==> src/rtl/voice_mixer_pkg.sv <==
// Shared sample format constants and mixer FSM encoding.
// Q2.16 samples: +1.0 is 0x10000, -1.0 is 0x30000 in 18-bit two's complement.
package voice_mixer_pkg;
  localparam int SMPL_W    = 18;
  localparam int SMPL_FRAC = 16;
  localparam int IDX_W     = 4;

  localparam logic [SMPL_W-1:0] SMPL_POS_ONE = 18'h10000;
  localparam logic [SMPL_W-1:0] SMPL_NEG_ONE = 18'h30000;

  typedef enum logic [2:0] {
    ST_IDLE  = 3'd0,
    ST_REQ   = 3'd1,
    ST_WAIT  = 3'd2,
    ST_SCALE = 3'd3,
    ST_OUT   = 3'd4
  } state_t;
endpackage

==> src/rtl/voice_mixer_if.sv <==
// Mixer <-> voice generator polling bus: one-cycle req with index, one-cycle rdy with sample.
interface voice_mixer_if;
  import voice_mixer_pkg::*;

  logic              voice_req;
  logic [IDX_W-1:0]  voice_idx;
  logic              voice_rdy;
  logic [SMPL_W-1:0] voice_smpl;

  modport master (output voice_req, output voice_idx, input voice_rdy, input voice_smpl);
  modport slave  (input voice_req, input voice_idx, output voice_rdy, output voice_smpl);
endinterface

==> src/rtl/voice_mixer_saturate.sv <==
// smpl_saturate: clamps a wide signed Q.16 value to the Q2.16 range [-1.0, +1.0].
// Combinational; exactly +/-1.0 pass through unchanged.
module smpl_saturate
  import voice_mixer_pkg::*;
#(
  parameter int IN_W = 20
) (
  input  logic signed [IN_W-1:0]   i_din,
  output logic        [SMPL_W-1:0] o_dout
);
  localparam logic signed [IN_W-1:0] C_POS = IN_W'(1 << SMPL_FRAC);
  localparam logic signed [IN_W-1:0] C_NEG = -C_POS;

  always_comb begin
    o_dout = i_din[SMPL_W-1:0];
    if (i_din > C_POS) begin
      o_dout = SMPL_POS_ONE;
    end else if (i_din < C_NEG) begin
      o_dout = SMPL_NEG_ONE;
    end
  end
endmodule

==> src/rtl/voice_mixer.sv <==
// Per-frame mixer: polls NVOICES voices, sums, applies master volume, saturates to +/-1.0.
// smpl_rdy 2*NVOICES+3 cycles after trig (+1 per late WAIT cycle); trig while busy sets overrun.
module voice_mixer
  import voice_mixer_pkg::*;
#(
  parameter int NVOICES     = 8,
  parameter int TIMEOUT_CYC = 64
) (
  input  logic              i_clk,
  input  logic              i_reset,
  input  logic              i_smpl_rate_trig,
  input  logic [15:0]       i_master_vol,
  voice_mixer_if.master     vif,
  output logic              o_smpl_rdy,
  output logic [SMPL_W-1:0] o_smpl,
  output logic              o_busy,
  output logic              o_voice_timeout,
  output logic              o_overrun
);
  localparam int ACC_W  = SMPL_W + $clog2(NVOICES);
  localparam int PROD_W = ACC_W + 17;
  localparam int TMO_W  = $clog2(TIMEOUT_CYC);

  state_t                    r_state, w_next;
  logic signed [ACC_W-1:0]   r_acc;
  logic signed [ACC_W:0]     r_scaled;
  logic [IDX_W-1:0]          r_idx;
  logic [TMO_W-1:0]          r_tmo_cnt;
  logic                      r_voice_req, r_smpl_rdy, r_busy, r_voice_timeout, r_overrun;
  logic [SMPL_W-1:0]         r_smpl;

  logic                      w_accept, w_tmo_hit, w_voice_done, w_last;
  logic                      w_voice_req_nxt, w_smpl_rdy_nxt, w_busy_nxt;
  logic                      w_timeout_nxt, w_overrun_nxt;
  logic signed [ACC_W-1:0]   w_smpl_x;
  logic signed [PROD_W-1:0]  w_acc_x, w_vol_x, w_prod;
  logic signed [ACC_W:0]     w_scaled;
  logic [SMPL_W-1:0]         w_sat;
  logic                      w_unused;

  // busy covers the smpl_rdy cycle too, so it alone gates trig acceptance
  assign w_accept     = i_smpl_rate_trig && !r_busy;
  assign w_tmo_hit    = !vif.voice_rdy && (r_tmo_cnt == TMO_W'(TIMEOUT_CYC - 1));
  assign w_voice_done = (r_state == ST_WAIT) && (vif.voice_rdy || w_tmo_hit);
  assign w_last       = (r_idx == IDX_W'(NVOICES - 1));

  assign w_smpl_x = ACC_W'($signed(vif.voice_smpl));
  assign w_acc_x  = PROD_W'(r_acc);
  assign w_vol_x  = PROD_W'($signed({1'b0, i_master_vol}));
  assign w_prod   = w_acc_x * w_vol_x;
  assign w_scaled = w_prod[PROD_W-1:SMPL_FRAC];
  assign w_unused = ^w_prod[SMPL_FRAC-1:0];

  smpl_saturate #(.IN_W(ACC_W + 1)) u_sat (
    .i_din  (r_scaled),
    .o_dout (w_sat)
  );

  always_ff @(posedge i_clk or posedge i_reset) begin
    if (i_reset) begin
      r_state <= ST_IDLE;
    end else begin
      r_state <= w_next;
    end
  end

  always_comb begin
    w_next = r_state;
    case (r_state)
      ST_IDLE:  if (w_accept) w_next = ST_REQ;
      ST_REQ:   w_next = ST_WAIT;
      ST_WAIT:  if (w_voice_done) w_next = w_last ? ST_SCALE : ST_REQ;
      ST_SCALE: w_next = ST_OUT;
      ST_OUT:   w_next = ST_IDLE;
      default:  w_next = ST_IDLE;
    endcase
  end

  always_comb begin
    w_voice_req_nxt = (w_next == ST_REQ);
    w_smpl_rdy_nxt  = (r_state == ST_OUT);
    w_busy_nxt      = r_busy;
    if (w_accept) begin
      w_busy_nxt = 1'b1;
    end else if (r_state == ST_IDLE) begin
      w_busy_nxt = 1'b0;
    end
    w_overrun_nxt = r_overrun || (i_smpl_rate_trig && r_busy);
    w_timeout_nxt = r_voice_timeout || ((r_state == ST_WAIT) && w_tmo_hit);
  end

  always_ff @(posedge i_clk or posedge i_reset) begin
    if (i_reset) begin
      r_acc           <= '0;
      r_scaled        <= '0;
      r_idx           <= '0;
      r_tmo_cnt       <= '0;
      r_voice_req     <= 1'b0;
      r_smpl_rdy      <= 1'b0;
      r_busy          <= 1'b0;
      r_voice_timeout <= 1'b0;
      r_overrun       <= 1'b0;
      r_smpl          <= '0;
    end else begin
      r_voice_req     <= w_voice_req_nxt;
      r_smpl_rdy      <= w_smpl_rdy_nxt;
      r_busy          <= w_busy_nxt;
      r_voice_timeout <= w_timeout_nxt;
      r_overrun       <= w_overrun_nxt;
      case (r_state)
        ST_IDLE: begin
          if (w_accept) begin
            r_acc <= '0;
            r_idx <= '0;
          end
        end
        ST_REQ: r_tmo_cnt <= '0;
        ST_WAIT: begin
          // a timed-out voice contributes nothing to the sum
          if (vif.voice_rdy) begin
            r_acc <= r_acc + w_smpl_x;
          end else if (!w_tmo_hit) begin
            r_tmo_cnt <= r_tmo_cnt + TMO_W'(1);
          end
          if (w_voice_done && !w_last) begin
            r_idx <= r_idx + IDX_W'(1);
          end
        end
        ST_SCALE: r_scaled <= w_scaled;
        ST_OUT:   r_smpl   <= w_sat;
        default: ;
      endcase
    end
  end

  assign vif.voice_req   = r_voice_req;
  assign vif.voice_idx   = r_idx;
  assign o_smpl_rdy      = r_smpl_rdy;
  assign o_smpl          = r_smpl;
  assign o_busy          = r_busy;
  assign o_voice_timeout = r_voice_timeout;
  assign o_overrun       = r_overrun;
endmodule

==> src/flat_wrapper.sv <==
// flat-port wrapper written by rule: the top's interface ports become plain ports
module voice_mixer_flat import voice_mixer_pkg::*;
#(
  parameter int NVOICES     = 8,
  parameter int TIMEOUT_CYC = 64
)
  (i_clk, i_reset, i_smpl_rate_trig, i_master_vol, o_smpl_rdy, o_smpl, o_busy, o_voice_timeout, o_overrun, vif_voice_req, vif_voice_idx, vif_voice_rdy, vif_voice_smpl);
  voice_mixer_if vif_i ();
  input  logic i_clk;
  input  logic i_reset;
  input  logic i_smpl_rate_trig;
  input  logic [15:0] i_master_vol;
  output logic o_smpl_rdy;
  output logic [SMPL_W-1:0] o_smpl;
  output logic o_busy;
  output logic o_voice_timeout;
  output logic o_overrun;
  output wire logic [$bits(vif_i.voice_req)-1:0] vif_voice_req;
  output wire logic [$bits(vif_i.voice_idx)-1:0] vif_voice_idx;
  input wire logic [$bits(vif_i.voice_rdy)-1:0] vif_voice_rdy;
  input wire logic [$bits(vif_i.voice_smpl)-1:0] vif_voice_smpl;
  assign vif_voice_req = vif_i.voice_req;
  assign vif_voice_idx = vif_i.voice_idx;
  assign vif_i.voice_rdy = vif_voice_rdy;
  assign vif_i.voice_smpl = vif_voice_smpl;
  voice_mixer #(.NVOICES(NVOICES), .TIMEOUT_CYC(TIMEOUT_CYC)) u_core (.i_clk(i_clk), .i_reset(i_reset), .i_smpl_rate_trig(i_smpl_rate_trig), .i_master_vol(i_master_vol), .vif(vif_i), .o_smpl_rdy(o_smpl_rdy), .o_smpl(o_smpl), .o_busy(o_busy), .o_voice_timeout(o_voice_timeout), .o_overrun(o_overrun));
endmodule
==> config.mk <==
export PLATFORM = sky130hd
export DESIGN_NAME = voice_mixer_flat
export DESIGN_NICKNAME = d
export VERILOG_FILES = /design/src/rtl/voice_mixer_pkg.sv /design/src/rtl/voice_mixer_if.sv /design/src/rtl/voice_mixer_saturate.sv /design/src/rtl/voice_mixer.sv /design/src/flat_wrapper.sv
export SDC_FILE = /design/constraint.sdc
export NUM_CORES = 1
export LEC_CHECK = 0
export CELL_PAD_IN_SITES_DETAIL_PLACEMENT = 0
export CELL_PAD_IN_SITES_GLOBAL_PLACEMENT = 1
export CORE_AREA = 2 2 183 185
export CTS_BUF_LIST = sky130_fd_sc_hd__clkbuf_8 sky130_fd_sc_hd__clkbuf_16
export CTS_CLUSTER_SIZE = 12
export DETAILED_ROUTE_END_ITERATION = 12
export DIE_AREA = 0 0 185 187
export PLACE_DENSITY = 0.79
export SLEW_MARGIN = 15
export SYNTH_ARGS = -nofsm -noshare
export SYNTH_HDL_FRONTEND = slang
export SYNTH_HIERARCHICAL = 1
export SYNTH_SLANG_ARGS = --single-unit
==> constraint.sdc <==
create_clock -name i_clk -period 8 [get_ports i_clk]
set_clock_uncertainty 0.2 [all_clocks]
set_input_delay 1.2 -clock i_clk [delete_from_list [all_inputs] [get_ports i_clk]]
set_output_delay 1.2 -clock i_clk [all_outputs]
set_load 0.03 [all_outputs]
==> results.txt, run 1 <==
----------------------------------------------------
[Routing]
  Number of design-rule violations left by the first detailed-router iteration ... 496
  Final ANT Viol Nets ... 0
  Post-route DRC violation count ... 0
  Post-DR wirelength/cell ... 16.3 um
  Post-detailed-routing wire length ... about 37000 um
  Detailed Routing Iterations Pass 1 ... 5
  Vias per inst ... 5.14
  Total number of vias ... 11600

[CTS]
  Clk Latency, worst-skew pair ... 0.35 ns
  Total of hold buffers inserted after clock tree synthesis ... 0
  Cells resized by post-CTS repair ... 0
  Maximum level of the CTS H-tree ... 3
  Clock input transition at the sequential cells of the worst setup and hold paths ... 0.06 ns
  Clock net sink count ... 79
  CTS Root Buffer Type ... sky130_fd_sc_hd__clkbuf_16
  Post CTS Setup Buffer Count ... 0
  Clock buffer count from CTS ... 9
  CTS max path bufs ... 2
  Clock tree from TritonCTS ... done

[Die]
  IO Pins ... 65
  Die outline width ... 185 um
  Overall die height ... 187 um
  Core Rows ... 67
  Die outline area ... between 30000 and 40000 um^2
  Core box area ... around 33000 um^2
  Initial cell density of the core ... 0.492

[Setup path]
  CP startpoint kind ... input pin
  CP Data Required Time ... 8.08 ns
  Sort of element at the end of the critical path ... register
  Path type of the worst setup path ... input pin to register
  Register-to-Register Path Depth ... 20
  Crit path arrival time ... 7.60 ns
  Maximum fanout along the worst path ... 16

[Synth]
  Share of flip-flops with an asynchronous set or reset ... 1.00
  Number of distinct library cell variants in the gate-level netlist after synthesis ... 71
  Net count of the mapped netlist ... between 2000 and 2500
  Fraction of the yosys area taken by sequential cells ... 0.122
  Register bit total from synthesis ... between 70 and 80
  Gate Count Post-Synth ... 1759
  Average footprint of a synthesized cell ... between 9 and 10 um^2
  Synth area leader ... sky130_fd_sc_hd__fa_1
  Area of the mapped netlist ... 16200 um^2
  Number of enable flip-flop cells after synthesis ... 0
  Most frequently used cell type in the post-synthesis netlist ... sky130_fd_sc_hd__inv_1
  Top area cells in the synthesized netlist ... sky130_fd_sc_hd__fa_1, sky130_fd_sc_hd__dfrtp_1, sky130_fd_sc_hd__inv_1
  Commonest register cell after synthesis ... sky130_fd_sc_hd__dfrtp_1
  Synth top cells by count ... sky130_fd_sc_hd__inv_1, sky130_fd_sc_hd__fa_1, sky130_fd_sc_hd__nand2_1, sky130_fd_sc_hd__and2_1, sky130_fd_sc_hd__ha_1
  Area share of the largest cell type after synthesis ... 0.413
  Warnings from Yosys ... 6

[Placement]
  Count of buffers from port buffering ... 64
  Routability congestion estimate from global placement ... 0.839
  Total half-perimeter wirelength after legalization and detailed placement ... around 30000 um

[Final layout]
  Final-layout fill cell count ... 3034
  Area taken by multi-input logic gates ... between 10000 and 15000 um^2
  Total area of sequential cells ... 1980 um^2
  Synth-to-Final Area Change ... 9.69%
  Fraction of final layout cells sized beyond drive strength 1 ... 0.0580
  Number of antenna repair diodes ... 0
  Post-layout net count ... around 2300

[STA]
  Share of the clock period used by the worst path ... 0.940
  Setup TNS ... 0 ns
  Final max-slew violation count ... 0
  Max-slew headroom at the worst pin ... 0.433
  Worst-margin pin slew ... 0.828 ns
  Hold Violations, Final ... 0
  Time the final worst path needs with I/O delays and setup ... about 7.5 ns
  Max Fclk ... 0.133 GHz
  RSZ-0062 raised after global routing ... false
  Setup violators final ... 0

[Flow run]
  Count of max-cap constraint violations ... 0

[Global routing]
  GRT Residual Overflow ... 0
  Initial antenna violation count ... 0
  Wire length of the first global-routing pass ... 63400 um
  Most Used Layer, Global Route ... met2
  Global Route met1 Usage ... 0.282
  GR Layer Usage met3 ... 0.0197
  GRT met2 Usage ... 0.425
  Vias in the first global route ... 13000
  Maximum number of pins on one net before global-route repair ... 80
  GRT Util Overall ... 0.234

[Hold path]
  Type of the tightest min-delay check ... register to register
  Cells on Worst Hold Path ... 1

[Status]
  Result of the run ... complete, no violations

----------------------------------------------------
==> layout by cell type (no fill, tap or decap), types with 4 or more instances in the layout <==
cell and instances:
sky130_fd_sc_hd__a21boi_1 6, sky130_fd_sc_hd__a21boi_2 9, sky130_fd_sc_hd__a21o_1 15, sky130_fd_sc_hd__a21oi_1 32, sky130_fd_sc_hd__and2_1 135, sky130_fd_sc_hd__and3_1 12
sky130_fd_sc_hd__buf_12 4, sky130_fd_sc_hd__buf_4 39, sky130_fd_sc_hd__clkbuf_16 9, sky130_fd_sc_hd__clkdlybuf4s50_1 64, sky130_fd_sc_hd__clkinv_2 5, sky130_fd_sc_hd__dfrtp_1 79
sky130_fd_sc_hd__fa_1 334, sky130_fd_sc_hd__ha_1 115, sky130_fd_sc_hd__inv_1 418, sky130_fd_sc_hd__mux2_2 21, sky130_fd_sc_hd__nand2_1 269, sky130_fd_sc_hd__nand3_1 10
sky130_fd_sc_hd__nand4_1 5, sky130_fd_sc_hd__nor2_1 30, sky130_fd_sc_hd__nor3_1 14, sky130_fd_sc_hd__o21a_1 7, sky130_fd_sc_hd__o21ai_0 48, sky130_fd_sc_hd__o21ai_1 4
sky130_fd_sc_hd__o21bai_1 4, sky130_fd_sc_hd__o31ai_1 7, sky130_fd_sc_hd__or3_1 4, sky130_fd_sc_hd__xnor2_1 25, sky130_fd_sc_hd__xor2_1 13
==> worst paths after layout <==
check / start / endpoint / slack [ns]
setup / recovery: i_master_vol[6] / u_core/r_scaled[20]$_DFFE_PP0N_ / 0.48
hold / removal: u_core/o_overrun$_DFF_PP0_ / u_core/o_overrun$_DFF_PP0_ / 0.26
setup reg to reg: u_core/r_acc[15]$_DFFE_PP0P_ / u_core/r_scaled[20]$_DFFE_PP0N_ / 1.31
hold reg to reg: u_core/o_overrun$_DFF_PP0_ / u_core/o_overrun$_DFF_PP0_ / 0.26
max in group asynchronous: i_reset / u_core/r_acc[0]$_DFFE_PP0P_ / 5.88
min in group asynchronous: i_reset / u_core/o_smpl[17]$_DFFE_PP0P_ / 1.18
==> cells by family after synthesis <==
kind of cell,share of synthesized area
AOI/OAI and AO/OA,0.0743
xor gates and xnor gates,0.0206
adders and majority gates,0.502
buffers and inverters,0.114
DFF,0.122
muxes,0.0165
and+or+nand+nor,0.149
==> flip-flops by register name, indices dropped and copies added (netlist names) <==
register	count
u_core/o_overrun	1
u_core/o_voice_timeout	1
u_core/o_busy	1
u_core/vif.voice_idx	4
u_core/vif.voice_req	1
u_core/r_state	3
u_core/o_smpl	18
u_core/o_smpl_rdy	1
u_core/r_tmo_cnt	6
u_core/r_acc	21
u_core/r_scaled	22
==> routing by layer <==
metal	wire, um	share of wire
met1	14700	0.40
met2	19300	0.53
met3	1060	0.029
met4	1660	0.045
met5	0	0
==> critical path, cell delays in order <==
cell and delay, ns:
sky130_fd_sc_hd__clkdlybuf4s50_1 0.70, sky130_fd_sc_hd__and2_1 0.33, sky130_fd_sc_hd__fa_1 0.50, sky130_fd_sc_hd__inv_1 0.05
sky130_fd_sc_hd__fa_1 0.46, sky130_fd_sc_hd__fa_1 0.56, sky130_fd_sc_hd__inv_1 0.07, sky130_fd_sc_hd__fa_1 0.48
sky130_fd_sc_hd__fa_1 0.50, sky130_fd_sc_hd__inv_1 0.06, sky130_fd_sc_hd__fa_1 0.48, sky130_fd_sc_hd__inv_1 0.04
sky130_fd_sc_hd__ha_1 0.32, sky130_fd_sc_hd__nand4_1 0.15, sky130_fd_sc_hd__a31o_2 0.24, sky130_fd_sc_hd__o22ai_1 0.31
sky130_fd_sc_hd__nor3_1 0.12, sky130_fd_sc_hd__buf_4 0.16, sky130_fd_sc_hd__o21ai_1 0.28, sky130_fd_sc_hd__o21ai_0 0.17
sky130_fd_sc_hd__or3_1 0.32, sky130_fd_sc_hd__nand3_1 0.09
==> through the flow <==
stage	hold slack, ns	instances	instance area [um^2]	utilization	setup slack [ns]
floorplan	0.232	1759	16200	-	1.15
finish	0.264	2258	17700	0.540	0.477
detailed placement	0.253	2244	17500	0.532	0.0882
global placement	0.256	2244	17500	0.532	0.203
CTS	0.271	2258	17700	0.540	0.454
global route	0.284	2258	17700	0.540	0.0273
==> cell type report <==
cell class | count | area share
flip-flops and latches | 79 | 0.111
repair buffers | 108 | 0.0578
clock inverters | 5 | 0.00155
inverters | 419 | 0.0887
clock buffers | 9 | 0.0127
well taps | 448 | 0.0316
multi-input cells | 1190 | 0.696
Power of run 1 is left out: the tool's default activity adds up to more than one toggle a clock period on the data nets, which glitch-free logic cannot reach.
==> inputs of run 2 (changes only) <==
CORE_AREA = 2 2 182 184   (was 2 2 183 185)
CTS_BUF_LIST = sky130_fd_sc_hd__clkbuf_8   (was sky130_fd_sc_hd__clkbuf_8 sky130_fd_sc_hd__clkbuf_16)
DIE_AREA = 0 0 184 186   (was 0 0 185 187)
MAX_ROUTING_LAYER = met4   (was unset)
PLACE_DENSITY = 0.8   (was 0.79)
SKIP_CTS_REPAIR_TIMING = 1   (was unset)
==> run 2 against run 1 <==
Compared with the run above:
- largest cell class unchanged
- sequential share of layout area is 0.059 points higher
- wire length is essentially flat
- design area is 0.53% lower
- highest routed layer unchanged
- register-to-register slack got worse by 0.13 ns
- flip-flop and latch count is the same
- worst setup slack lost 0.0095 ns
==> results.txt, run 2 (synthesis results as in run 1) <==
----------------------------------------------------
[Global routing]
  GRT Util Overall ... 0.245 (+0.0110)
  Vias in the first global route ... 13000 (+0.59%)
  Maximum number of pins on one net before global-route repair ... 48 (-40%)
  Wire length of the first global-routing pass ... 63500 um (about the same)
  Initial antenna violation count ... 0 (unchanged)
  GRT Residual Overflow ... 0 (unchanged)

[Setup path]
  Path type of the worst setup path ... input pin to register
  Maximum fanout along the worst path ... 16 (unchanged)
  Worst flop-to-flop path startpoint ... u_core/r_acc[9]$_DFFE_PP0P_
  CP Data Required Time ... 8.09 ns (about the same)
  CP startpoint kind ... input pin
  Register-to-Register Path Depth ... 20 (unchanged)
  Crit path arrival time ... 7.63 ns (+0.03 ns)
  R2r endpoint ... u_core/r_scaled[19]$_DFFE_PP0N_
  Slack of the worst reg-to-reg path ... 1.18 ns (-0.13 ns)
  Sort of element at the end of the critical path ... register

[STA]
  Hold Worst Slack ... 0.265 ns (+0.00110 ns)
  Setup violators final ... 0 (unchanged)
  Final max-slew violation count ... 0 (unchanged)
  Max-slew headroom at the worst pin ... 0.393 (-0.0406)
  RSZ-0062 raised after global routing ... false
  Setup TNS ... 0 ns (unchanged)
  Worst-margin pin slew ... 0.911 ns (+0.0823 ns)
  Time the final worst path needs with I/O delays and setup ... 7.53 ns (+0.00952 ns)
  Max Fclk ... 0.133 GHz (-0.13%)
  Hold Violations, Final ... 0 (unchanged)
  Share of the clock period used by the worst path ... 0.942 (+0.00119)

[CTS]
  Clock input transition at the sequential cells of the worst setup and hold paths ... 0.08 ns (+0.02 ns)
  CTS Root Buffer Type ... sky130_fd_sc_hd__clkbuf_8
  Clock buffer count from CTS ... 9 (unchanged)
  Clock tree from TritonCTS ... done
  Clk Latency, worst-skew pair ... 0.39 ns (+0.04 ns)
  CTS max path bufs ... 2 (unchanged)
  Maximum level of the CTS H-tree ... 3 (unchanged)
  Clock net sink count ... 79 (unchanged)

[Routing]
  Detailed Routing Iterations Pass 1 ... 5 (unchanged)
  Post-DR wirelength/cell ... 16.6 um (+1.8%)
  Post-route DRC violation count ... 0 (unchanged)
  Post-detailed-routing wire length ... 36700 um (about the same)
  Number of design-rule violations left by the first detailed-router iteration ... 439 (-11%)
  Total number of vias ... 11600 (-0.31%)
  Vias per inst ... 5.21 (+1.4%)
  Final ANT Viol Nets ... 0 (unchanged)

[Final layout]
  Fraction of final layout cells sized beyond drive strength 1 ... 0.0579 (-0.0000640)
  Most common cell after layout, fill and taps aside ... sky130_fd_sc_hd__inv_1
  Synth-to-Final Area Change ... 9.11%
  Number of antenna repair diodes ... 0 (unchanged)
  Flip-flop count of the largest register, all copies and words added ... 22 (unchanged)
  Commonest cells after routing, fill and taps aside ... sky130_fd_sc_hd__inv_1, sky130_fd_sc_hd__fa_1, sky130_fd_sc_hd__nand2_1
  Register with the most flip-flops ... u_core/r_scaled
  Post-layout net count ... 2294 (unchanged)
  Final-layout fill cell count ... 3010 (-0.79%)

[Placement]
  Routability congestion estimate from global placement ... 0.870 (+3.7%)
  Count of buffers from port buffering ... 64 (unchanged)
  Total half-perimeter wirelength after legalization and detailed placement ... 30200 um (+0.60%)

[Hold path]
  Beginning of the worst hold path ... u_core/r_scaled[1]$_DFFE_PP0N_
  Type of the tightest min-delay check ... register to register
  Cells on Worst Hold Path ... 2 (+1)
  Destination of the worst hold path ... u_core/r_scaled[1]$_DFFE_PP0N_

[Flow run]
  Count of max-cap constraint violations ... 0 (unchanged)

[Die]
  Initial cell density of the core ... 0.502 (+0.0100)
  Die outline width ... 184 um (-0.54%)
  IO Pins ... 65 (unchanged)
  Die outline area ... 34200 um^2 (-1.1%)
  Core box area ... 32200 um^2 (-2.0%)
  Overall die height ... 186 um (-0.53%)
  Core Rows ... 66 (-1.5%)

[Status]
  Result of the run ... complete, no violations

----------------------------------------------------
run 2: per-stage QoR:
step | utilization | cell area [um^2] | std cells | setup WS (ns)
4_1_cts | 0.548 | 17600 | 2220 | 0.517
6_report | 0.548 | 17600 | 2220 | 0.467
3_3_place_gp | 0.541 | 17400 | 2204 | 0.231
3_5_place_dp | 0.541 | 17400 | 2204 | 0.120
2_1_floorplan | - | 16200 | 1759 | 1.15
5_1_grt | 0.548 | 17600 | 2220 | 0.0831
run 2: worst max-delay path by stage:
stage / start / to / slack (ns) / depth (start not counted)
floorplan: i_master_vol[2] / u_core/r_scaled[19]$_DFFE_PP0N_ / 1.15 / 20
global placement: i_master_vol[6] / u_core/r_scaled[19]$_DFFE_PP0N_ / 0.23 / 22
detailed placement: i_master_vol[6] / u_core/r_scaled[19]$_DFFE_PP0N_ / 0.12 / 22
CTS: i_master_vol[6] / u_core/r_scaled[19]$_DFFE_PP0N_ / 0.52 / 22
global route: i_master_vol[6] / u_core/r_scaled[19]$_DFFE_PP0N_ / 0.08 / 22
finish: i_master_vol[6] / u_core/r_scaled[19]$_DFFE_PP0N_ / 0.47 / 22
run 2: per-layer routing:
layer / global-route usage / share of wire
met1: 0.286 / 0.41
met2: 0.442 / 0.53
met3: 0.0186 / 0.024
met4: 0.0963 / 0.036
met5: - / 0
run 2: cell type report:
type	instances	area, um^2	area share
tap	408	510	0.0289
sequential	79	1980	0.112
multi-input combinational	1190	12300	0.700
timing repair buffer	108	1020	0.0579
clock inverter	7	88.8	0.00504
inverter	419	1570	0.0892
clock buffer	9	124	0.00702
run 2: critical path, stage by stage:
cell and delay (ns):
sky130_fd_sc_hd__clkdlybuf4s50_1 0.71, sky130_fd_sc_hd__and2_1 0.33, sky130_fd_sc_hd__fa_1 0.50, sky130_fd_sc_hd__inv_1 0.05, sky130_fd_sc_hd__fa_1 0.47, sky130_fd_sc_hd__fa_1 0.54
sky130_fd_sc_hd__inv_1 0.06, sky130_fd_sc_hd__fa_1 0.48, sky130_fd_sc_hd__fa_1 0.50, sky130_fd_sc_hd__inv_1 0.05, sky130_fd_sc_hd__fa_1 0.47, sky130_fd_sc_hd__inv_1 0.04
sky130_fd_sc_hd__ha_1 0.31, sky130_fd_sc_hd__nand4_1 0.15, sky130_fd_sc_hd__a31o_2 0.24, sky130_fd_sc_hd__o22ai_1 0.34, sky130_fd_sc_hd__nor3_1 0.12, sky130_fd_sc_hd__buf_4 0.16
sky130_fd_sc_hd__o21ai_1 0.31, sky130_fd_sc_hd__o21ai_0 0.19, sky130_fd_sc_hd__nor3b_1 0.18, sky130_fd_sc_hd__o31ai_1 0.21
Power of run 2 is left out for the same reason.
